### src/rtl/divider_param_2nbyn.sv
// Sequential restoring divider: 2N-bit dividend / N-bit divisor, operands loaded serially.
// Define DIVIDER_SIGNED_EN to add the signed_mode port (two's-complement operands).
module divider_param_2nbyn #(
    parameter int unsigned N = 5
) (
    input  logic         clk,
    input  logic         rst,
    input  logic         start,
`ifdef DIVIDER_SIGNED_EN
    input  logic         signed_mode,
`endif
    input  logic [N-1:0] dataIN,
    output logic         busy,
    output logic         done,
    output logic         OV,
    output logic         DivByZero,
    output logic [N-1:0] dataOUT
);

    localparam int unsigned CNT_W = $clog2(N + 1);
    localparam logic [N-1:0] PosMax = {1'b0, {(N - 1){1'b1}}};
    localparam logic [N-1:0] NegMax = {1'b1, {(N - 1){1'b0}}};

    typedef enum logic [2:0] {
        StIdle, StLdHi, StLdLo, StLdDv, StCheck, StDiv, StOutQ, StOutR
    } state_t;

    state_t           stateQ, stateD;
    logic [2*N-1:0]   dvdQ, dvdD;
    logic [N-1:0]     dvsQ, dvsD;
    logic [N-1:0]     remQ, remD;
    logic [N-1:0]     quoQ, quoD;
    logic [CNT_W-1:0] cntQ, cntD;
    logic             signedQ, signedD;
    logic             quoNegQ, quoNegD;
    logic             remNegQ, remNegD;
    logic             ovQ, ovD;
    logic             dbzQ, dbzD;

    logic             busyQ, doneQ, ovOutQ, dbzOutQ;
    logic [N-1:0]     outQ;

    logic             signedSel;
    logic [2*N-1:0]   dvdMag;
    logic [N-1:0]     dvsMag;
    logic [N:0]       shifted, dvsExt, trial;
    logic             ge;
    logic [N-1:0]     remNext, quoNext;

`ifdef DIVIDER_SIGNED_EN
    assign signedSel = signed_mode;
`else
    assign signedSel = 1'b0;
`endif

    // Magnitudes feed the unsigned core; in unsigned mode they are the raw operands.
    assign dvdMag = (signedQ && dvdQ[2*N-1]) ? -dvdQ : dvdQ;
    assign dvsMag = (signedQ && dvsQ[N-1]) ? -dvsQ : dvsQ;

    assign shifted = {remQ, quoQ[N-1]};
    assign dvsExt  = {1'b0, dvsQ};
    assign ge      = shifted >= dvsExt;
    assign trial   = shifted - dvsExt;
    // After a restoring step the partial remainder is below the divisor, so N bits hold it.
    assign remNext = N'(ge ? trial : shifted);
    assign quoNext = {quoQ[N-2:0], ge};

    always_comb begin
        stateD  = stateQ;
        dvdD    = dvdQ;
        dvsD    = dvsQ;
        remD    = remQ;
        quoD    = quoQ;
        cntD    = cntQ;
        signedD = signedQ;
        quoNegD = quoNegQ;
        remNegD = remNegQ;
        ovD     = ovQ;
        dbzD    = dbzQ;
        unique case (stateQ)
            StIdle: begin
                if (start) begin
                    stateD  = StLdHi;
                    signedD = signedSel;
                end
            end
            StLdHi: begin
                dvdD[2*N-1:N] = dataIN;
                stateD        = StLdLo;
            end
            StLdLo: begin
                dvdD[N-1:0] = dataIN;
                stateD      = StLdDv;
            end
            StLdDv: begin
                dvsD   = dataIN;
                stateD = StCheck;
            end
            StCheck: begin
                ovD  = 1'b0;
                dbzD = 1'b0;
                remD = '0;
                quoD = '0;
                cntD = '0;
                if (dvsQ == '0) begin
                    dbzD   = 1'b1;
                    stateD = StOutQ;
                end else if (dvdMag[2*N-1:N] >= dvsMag) begin
                    ovD    = 1'b1;
                    stateD = StOutQ;
                end else begin
                    remD    = dvdMag[2*N-1:N];
                    quoD    = dvdMag[N-1:0];
                    dvsD    = dvsMag;
                    quoNegD = signedQ & (dvdQ[2*N-1] ^ dvsQ[N-1]);
                    remNegD = signedQ & dvdQ[2*N-1];
                    stateD  = StDiv;
                end
            end
            StDiv: begin
                remD = remNext;
                quoD = quoNext;
                cntD = cntQ + 1'b1;
                if (cntQ == CNT_W'(N - 1)) begin
                    stateD = StOutQ;
                    if (signedQ) begin
                        if (quoNext > (quoNegQ ? NegMax : PosMax)) begin
                            ovD  = 1'b1;
                            quoD = '0;
                            remD = '0;
                        end else begin
                            quoD = quoNegQ ? -quoNext : quoNext;
                            remD = remNegQ ? -remNext : remNext;
                        end
                    end
                end
            end
            StOutQ:  stateD = StOutR;
            StOutR:  stateD = StIdle;
            default: stateD = StIdle;
        endcase
    end

    always_ff @(posedge clk or negedge rst) begin
        if (!rst) begin
            stateQ  <= StIdle;
            dvdQ    <= '0;
            dvsQ    <= '0;
            remQ    <= '0;
            quoQ    <= '0;
            cntQ    <= '0;
            signedQ <= 1'b0;
            quoNegQ <= 1'b0;
            remNegQ <= 1'b0;
            ovQ     <= 1'b0;
            dbzQ    <= 1'b0;
        end else begin
            stateQ  <= stateD;
            dvdQ    <= dvdD;
            dvsQ    <= dvsD;
            remQ    <= remD;
            quoQ    <= quoD;
            cntQ    <= cntD;
            signedQ <= signedD;
            quoNegQ <= quoNegD;
            remNegQ <= remNegD;
            ovQ     <= ovD;
            dbzQ    <= dbzD;
        end
    end

    // Registered outputs: results appear one edge after the state that selects them.
    always_ff @(posedge clk or negedge rst) begin
        if (!rst) begin
            busyQ   <= 1'b0;
            doneQ   <= 1'b0;
            outQ    <= '0;
            ovOutQ  <= 1'b0;
            dbzOutQ <= 1'b0;
        end else begin
            busyQ <= (stateD != StIdle) || (stateQ == StOutR);
            doneQ <= (stateQ == StOutQ) || (stateQ == StOutR);
            if (stateQ == StOutQ) begin
                outQ <= quoQ;
            end else if (stateQ == StOutR) begin
                outQ <= remQ;
            end else begin
                outQ <= '0;
            end
            if (stateQ == StIdle && start) begin
                ovOutQ  <= 1'b0;
                dbzOutQ <= 1'b0;
            end else if (stateQ == StOutQ) begin
                ovOutQ  <= ovQ;
                dbzOutQ <= dbzQ;
            end
        end
    end

    assign busy      = busyQ;
    assign done      = doneQ;
    assign dataOUT   = outQ;
    assign OV        = ovOutQ;
    assign DivByZero = dbzOutQ;

endmodule

### config.mk
export PLATFORM = sky130hd
export DESIGN_NAME = divider_param_2nbyn
export DESIGN_NICKNAME = d
export VERILOG_FILES = /design/src/rtl/divider_param_2nbyn.sv
export SDC_FILE = /design/constraint.sdc
export NUM_CORES = 1
export LEC_CHECK = 0
export CORE_MARGIN = 2
export CORE_UTILIZATION = 40
export CTS_CLUSTER_DIAMETER = 30
export DETAILED_ROUTE_END_ITERATION = 6
export DONT_BUFFER_PORTS = 1
export GPL_ROUTABILITY_DRIVEN = 0
export REMOVE_ABC_BUFFERS = 1
export SYNTH_ARGS = -nofsm -noshare
export SYNTH_HDL_FRONTEND = slang
export SYNTH_SLANG_ARGS = --single-unit
### constraint.sdc
create_clock -name clk -period 3.03 [get_ports clk]
set_clock_uncertainty 0.05 [all_clocks]
set_input_delay 0.606 -clock clk [delete_from_list [all_inputs] [get_ports clk]]
set_output_delay 0.606 -clock clk [all_outputs]
set_load 0.01 [all_outputs]
### Yosys cells after proc, flatten, opt, wreduce, memory -nomap -nowiden

Index checks and enable logic that the tools add are counted.

| word-level totals | value |
|---|---|
| register bits after elaboration | 42 |
| input port bits | 8 |
| output and inout bits | 9 |
| logic and storage cells | 68 |

| cells by class | value |
|---|---|
| $add $sub $neg | 2 |
| $lt $le $gt $ge | 3 |
| eq/ne operators | 13 |
| muxes and demuxes | 24 |
| bitwise gates (word level) | 1 |
| reduce and logical (&&, ||, !) cells | 11 |

Operator list:

| kind | number |
|---|---|
| two-way mux 5 bit | 8 |
| case mux 3 bit (8 select lines) | 1 |
| case mux 5 bit (2 select lines) | 2 |
| equality test 3 bit (second input constant) | 5 |
| two-way mux 1 bit | 8 |
| inequality test 2 bit (second input constant) | 4 |
| AND reduction 4 bit | 2 |
| equality test 3 x 2 -> 1 bit (second input constant) | 2 |
| greater-or-equal comparator 6 x 5 -> 1 bit | 1 |
| two-way mux 3 bit | 2 |
| case mux 3 bit (2 select lines) | 1 |
| nonzero test 2 bit | 3 |
| greater-or-equal comparator 5 bit | 1 |
| > comparator 5 x 4 -> 1 bit (second input constant) | 1 |
| logical NOT 5 bit | 1 |
| subtractor 5 bit | 1 |
| two-way mux 2 bit | 2 |
| adder 3 x 1 -> 3 bit (second input constant) | 1 |
| equality test 3 x 1 -> 1 bit (second input constant) | 1 |
| logical NOT 3 bit | 1 |
| inequality test 3 bit (second input constant) | 1 |
| nonzero test 3 bit | 1 |
| logical OR 1 bit | 2 |
| logical AND 1 bit | 1 |
| inverter 1 bit | 1 |

### Logic depth before layout (Yosys ltp)

Gate-level depths: netlist of run 1.

| depth | value |
|---|---|
| word-level depth | 6 |
| mapped depth | 8 |
| depth with buffers taken out | 8 |

### Worst setup path before layout of run 1

OpenSTA, ideal clock, no wires.

| timing | value |
|---|---|
| path type | register -> register |
| start point | register quoQ[4] |
| end point | register remQ[1] |
| arrival | 1.831 ns |
| data required time | 2.900 ns |
| setup slack | 1.069 ns |
| cell stages (with the launch flop) | 9 |
| buffers on the path | 0 |
| period minus slack after synthesis | 1.961 ns |
| cells stage by stage | dfrtp_1 -> inv_1 -> ha_1 -> fa_1 -> nor2b_4 -> o31ai_4 -> and2b_4 -> mux2_4 -> o211ai_2 |

| between the ends | value |
|---|---|
| longest elaborated chain between the ends | 3 |
| elaborated cells between the ends (all ways) | 4 |

Ends and longest elaborated chain:

| what | RTL line | source |
|---|---|---|
| from (decl) | 32 | `logic [N-1:0] quoQ, quoD;` |
| from (signal assigned) | 162 | `quoQ <= quoD;` |
| subtractor 5 bit or greater-or-equal comparator 6 x 5 -> 1 bit (tied branches) | 63, 62 |  |
| two-way mux 5 bit (*) | 65 | `assign remNext = N'(ge ? trial : shifted);` |
| case mux 5 bit (2 select lines) (*) | 80 | `unique case (stateQ)` |
| to (signal assigned) | 161 | `remQ <= remD;` |
| to (decl) | 31 | `logic [N-1:0] remQ, remD;` |

Mark *: on every way between the ends. The rest lies on a longest branch, timed or not.
A chain may end at the register's enable or synchronous reset.

### Worst setup path in the final report of run 1

Ends and elaborated chain as after synthesis.

==> flow_summary.yaml, run 1 <==
detailed_routing:
  ant_nets: 0
  route.vias.total: 1519
  viasPerCell: 5.31
  wl_per_cell_um: 15.8
  route.detailed.drc: 0
  wirelength_um: 4510
  drtIter0Drc: 140
  first_pass_iters: 4
run_status:
  status: "finished clean"
floorplanning:
  coreArea_sq_um: 5470
  dieHeight_um: 79.0
  die_area_sq_um: 6230
  placementRows: 27
  ioPinCount: 17
  fp.dieW_um: 79.0
  initial_core_util_pct: 41.1
setup_path:
  critPathRequiredTime_ps: 3190
  startpoint_type: "flop"
  endpoint_kind: "flop"
  cpPeakStageDelay_ps: 420
  crit_start: "quoQ[4]"
  crit_family: "adder cells"
  crit-reg2reg-launch: "quoQ[4]"
  cp.arrival_ps: 2230
  crit_fanout: 4
  worst_r2r_endpoint: "remQ[1]"
  worstRegToRegCells: 8
  critical_path_class: "reg2reg"
  cp_num_buf_inv: 1
  reg2reg_slack_ps: 960
  crit_slowest_cell: "fa_1"
  path_cells: "inv_1 -> ha_1 -> fa_1 -> nor2b_4 -> o31ai_4 -> and2b_4 -> mux2_4 -> o211ai_2"
pwr:
  clockPowerShare_pct: 14.4
  internal_power_w: 0.00180
  peakVddDrop_mv: 0.646
  swShare_pct: 41.8
  powerDensity_nw_per_um2: 1280
  power_frac_comb_pct: 49.7
  pwr-share-seq_pct: 35.9
  p_leak_nw: 1.08
  p_sw_w: 0.00129
  p_total_w: 0.00309
timing:
  setup_viol: 0
  min_period_over_period_pct: 68.3
  final.setup.worst_slack_ps: 961
  tightest_slew_ps: 812
  maxSlewHeadroom_pct: 45.9
  hold_violations: 0
  drv_slew: 0
  final.setup.tns_ps: 0
  max_freq_mhz: 483
  rsz0062_at_grt: "no"
  fin_crit_ps: 2070
synthesis:
  yosys_warnings: 0
  yosysMostFrequentCell: "dfrtp_1"
  yosysSeqAreaShare_pct: 46.8
  synth_top_area_share_pct: 46.8
  synth_commonest_cells: "dfrtp_1 (42), nand2_1 (27), nor2_1 (18)"
  syn_inst: 213
  synth_edf_count: 0
  ys_seq_elements: 42
  synthFlopType: "dfrtp_1"
  yosys-top-cells-area: "dfrtp_1 (47%), mux2_2 (7.0%), ha_1 (6.7%), nand2_1 (4.5%), mux2i_1 (3.6%)"
  netlist_area_sq_um: 2250
  synth.distinct_cells: 44
  synth_top_area_cell: "dfrtp_1"
  avgSynthCellArea_sq_um: 10.6
  async_flop_share_pct: 100
global_routing:
  grt_pass1_vias: 1568
  grt_usage_pct: 16.8
  grt_pass1_wl_um: 8120
  overflow: 0
  antenna_found_initial: 0
  grt_max_degree: 43
clocking:
  numCtsBuffers: 5
  clkSinkCount: 42
  cts_tree: "yes"
  h-tree-depth: 2
  clockBufferDepth: 2
  cts-root-buf: "clkbuf_8"
  cts-resized-gates: 0
  path_clk_slew_ps: 70
  clock_latency_ps: 290
flow_run:
  maxCapViolCount: 0
layout:
  drive_gt1_share_pct: 17.3
  area_delta_synth_final_pct: 7.68
  fin_nets: 235
  diodes: 0
place:
  hpwl_um: 3340
  pre_cts_ws_ps: 969
  portBuffers: 0
hold_path:
  min_path_type: "in2async"
==> kinds of logic after synthesis <==
logic type               Yosys count  synth area share [%]
adder cells (fa/ha/maj)           13                  7.57
flip-flops                        42                  46.8
buffers and inverters             20                  4.57
multiplexers                      23                  11.2
AO/OA/AOI/OAI                     43                  14.3
AND/OR/NAND/NOR                   71                  15.1
XOR/XNOR                           1                 0.390
==> cells in the final DEF, fill, tap and decap left out, types with 2 or more instances in the layout <==
cell	netlist	final
nand2b_1	2	2
o211ai_1	5	5
and3_1	3	3
nor2b_1	3	3
clkbuf_8	0	6
mux2_2	14	14
nand3_1	3	3
inv_1	12	12
ha_1	12	12
a21oi_1	13	13
dfrtp_1	42	42
mux2i_1	8	8
nand2_1	27	27
nor3_1	2	2
o21ai_2	2	2
nor2_1	18	18
o32ai_1	2	2
nand4_1	6	6
o21ai_0	7	7
a31oi_1	2	2
==> metrics by stage <==
step                cell area (sq um)  instances  hold slack (ps)  utilization, %
floorplan                        2190        205              260               -
global placement                 2290        278              262            41.8
detailed placement               2290        278              262            41.8
CTS                              2420        286              110            44.2
global route                     2420        286              109            44.2
finish                           2420        286              102            44.2
==> sequential cells by signal, indices dropped and copies added (netlist names), 3 cells and up <==
signal and cells:
cntQ 3, remQ 5, stateQ 3, dataOUT 5, dvsQ 5, quoQ 5, dvdQ 10
==> what timing repair did <==
action	4_1_cts	5_1_grt
hold buffers	1	0
buffers inserted	0	0
hold endpoints to repair	42	0
==> area by class of cell <==
cell class,count,area (sq um)
flip-flops and latches,42,1050
repair buffers,2,27.5
well taps,72,90.1
clock buffers,6,82.6
fillers,536,3050
clock inverters,1,30.0
inverters,12,45.0
multi-input cells,151,1090
==> routing by layer <==
layer | share of wire, % | track usage [%] | vias to the layer above
met5 | 0 | 0 | -
met4 | 0.73 | 5.17 | 0
met3 | 4.7 | 4.20 | 2
met2 | 44 | 24.3 | 34
met1 | 51 | 24.7 | 735
li1 | - | - | 748
==> power by group through the flow <==
stage	clock [W]	combinational [W]	sequential, W
after global placement	0	0.00151	0.00111
after detailed placement	0	0.00153	0.00112
final	0.000446	0.00154	0.00111
after global routing	0.000488	0.00174	0.00115
after CTS	0.000463	0.00155	0.00111
after floorplan	0	0.00127	0.00103
==> worst reg2reg max path, stage by stage (launching register included) <==
cell,delay (ps)
dfrtp_1,350
inv_1,80
ha_1,230
fa_1,420
nor2b_4,170
o31ai_4,80
and2b_4,200
mux2_4,300
o211ai_2,130
==> worst max path at each step <==
stage          slack, ps  depth (start not counted)      end
2_1_floorplan       1070                          8  remQ[1]
3_3_place_gp        1020                          8  remQ[1]
3_5_place_dp         970                          8  remQ[1]
4_1_cts              950                          8  remQ[1]
5_1_grt              830                          8  remQ[1]
6_report             960                          8  remQ[1]
Power figures use the tool's default switching activity.
==> inputs of run 2 (changes only) <==
- clock period: 3.03 -> 2.1 ns (I/O delays scaled with it)
==> flow_summary.yaml, run 2 (synthesized netlist as in run 1, its figures left out) <==
detailed_routing:
  wl_per_cell_um: 15.9
  ant_nets: 0
  wirelength_um: 4720
  viasPerCell: 5.28
  route.vias.total: 1574
  route.detailed.drc: 0
  drtIter0Drc: 97
  first_pass_iters: 4
timing:
  setup_viol: 0
  tightest_slew_ps: 381
  rsz0062_at_grt: "no"
  drv_slew: 0
  min_period_over_period_pct: 94.4
  hold_violations: 0
  max_freq_mhz: 504
  fin_crit_ps: 1980
  maxSlewHeadroom_pct: 74.6
  final.setup.tns_ps: 0
  whs_ps: 177
global_routing:
  top_usage_layer: "met1"
  grt_use_met1_pct: 24.5
  grt_pass1_vias: 1603
  grt_pass1_wl_um: 8030
  grt_usage_pct: 16.6
  antenna_found_initial: 0
  grt_max_degree: 43
  gr-usage-met2_pct: 23.8
  grt_use_met3_pct: 4.20
  overflow: 0
clocking:
  numCtsBuffers: 5
  path_clk_slew_ps: 80
  clockBufferDepth: 2
  clkSinkCount: 42
  clock_latency_ps: 290
  cts-root-buf: "clkbuf_8"
  h-tree-depth: 2
  cts_tree: "yes"
layout:
  area_delta_synth_final_pct: 11.1
  final_area_sq_um: 2500
  instances_no_fill: 298
  diodes: 0
  layout.cells.most_common: "dfrtp_1"
  final_cell_mix: "dfrtp_1 (42), nand2_1 (27), nor2_1 (18)"
  final_core_util_pct: 45.6
  fin_nets: 246
  largest_register: "dvdQ"
  largest_reg_flops: 10
  drive_gt1_share_pct: 21.7
hold_path:
  hold-path-cell-count: 2
  min_path_type: "in2reg"
setup_path:
  critical_path_class: "reg2reg"
  critPathRequiredTime_ps: 2260
  crit_fanout: 5
  worstRegToRegCells: 6
  startpoint_type: "flop"
  endpoint_kind: "flop"
  cp.arrival_ps: 2150
floorplanning:
  die_area_sq_um: 6230
  fp.dieW_um: 79.0
  dieHeight_um: 79.0
  initial_core_util_pct: 41.1
  ioPinCount: 17
  placementRows: 27
  coreArea_sq_um: 5470
run_status:
  status: "finished clean"
place:
  hpwl_um: 3520
  dp_cells: 285
  portBuffers: 0
  place_area_sq_um: 2340
flow_run:
  maxCapViolCount: 0
pwr:
  peakVddDrop_mv: 0.833
  powerDensity_nw_per_um2: 1830
  p_leak_nw: 1.13
==> run 2: layout make-up <==
type                    instances  area [sq um]
fillers                       548          2980
multi-input cells             151          1100
flip-flops and latches         42          1050
repair buffers                 13           120
well taps                      72          90.1
clock buffers                   7          86.3
inverters                      12          45.0
clock inverters                 1          5.00
==> run 2: through the flow <==
step                      power (W)  setup WS [ps]
after global placement      0.00391           98.6
after detailed placement    0.00395           23.0
after floorplan             0.00331            138
after global routing        0.00497           12.5
after CTS                   0.00452           7.97
final                       0.00457            117
==> run 2: timing repair <==
action                                  in CTS  in global routing
gates resized for setup                      0                  2
buffers inserted                             0                  3
hold endpoints to repair                    42                  0
hold buffers                                 2                  0
endpoints found under the setup margin       0                  2
==> run 2: final timing paths <==
check | from | end | slack, ps
min reg2reg | ovQ | ovQ | 460
min | start | busy | 180
max in group asynchronous | rst | dvdQ[5] | 1220
min in group asynchronous | rst | remQ[4] | 570
max | remQ[1] | remQ[1] | 120
max reg2reg | remQ[1] | remQ[1] | 120
==> run 2: routing by layer <==
layer	routed length (um)	vias to the layer above	part of all wire [%]
met3	266	10	5.6
met1	2250	744	48
met4	93	0	2.0
li1	-	772	-
met5	0	-	0
met2	2120	48	45
==> run 2: where the power goes <==
part / total (W) / internal (W) / switching, W
sequential: 0.00155 / 0.00118 / 0.000364
clock: 0.000530 / 0.000265 / 0.000265
combinational: 0.00250 / 0.00119 / 0.00130
total: 0.00457 / 0.00264 / 0.00193
==> run 2: critical path, stage by stage, from the launching register on <==
cell	delay (ps)
dfrtp_1	440
ha_1	380
nor2b_4	160
o31ai_4	220
and2b_4	220
mux2_4	310
o211ai_2	140
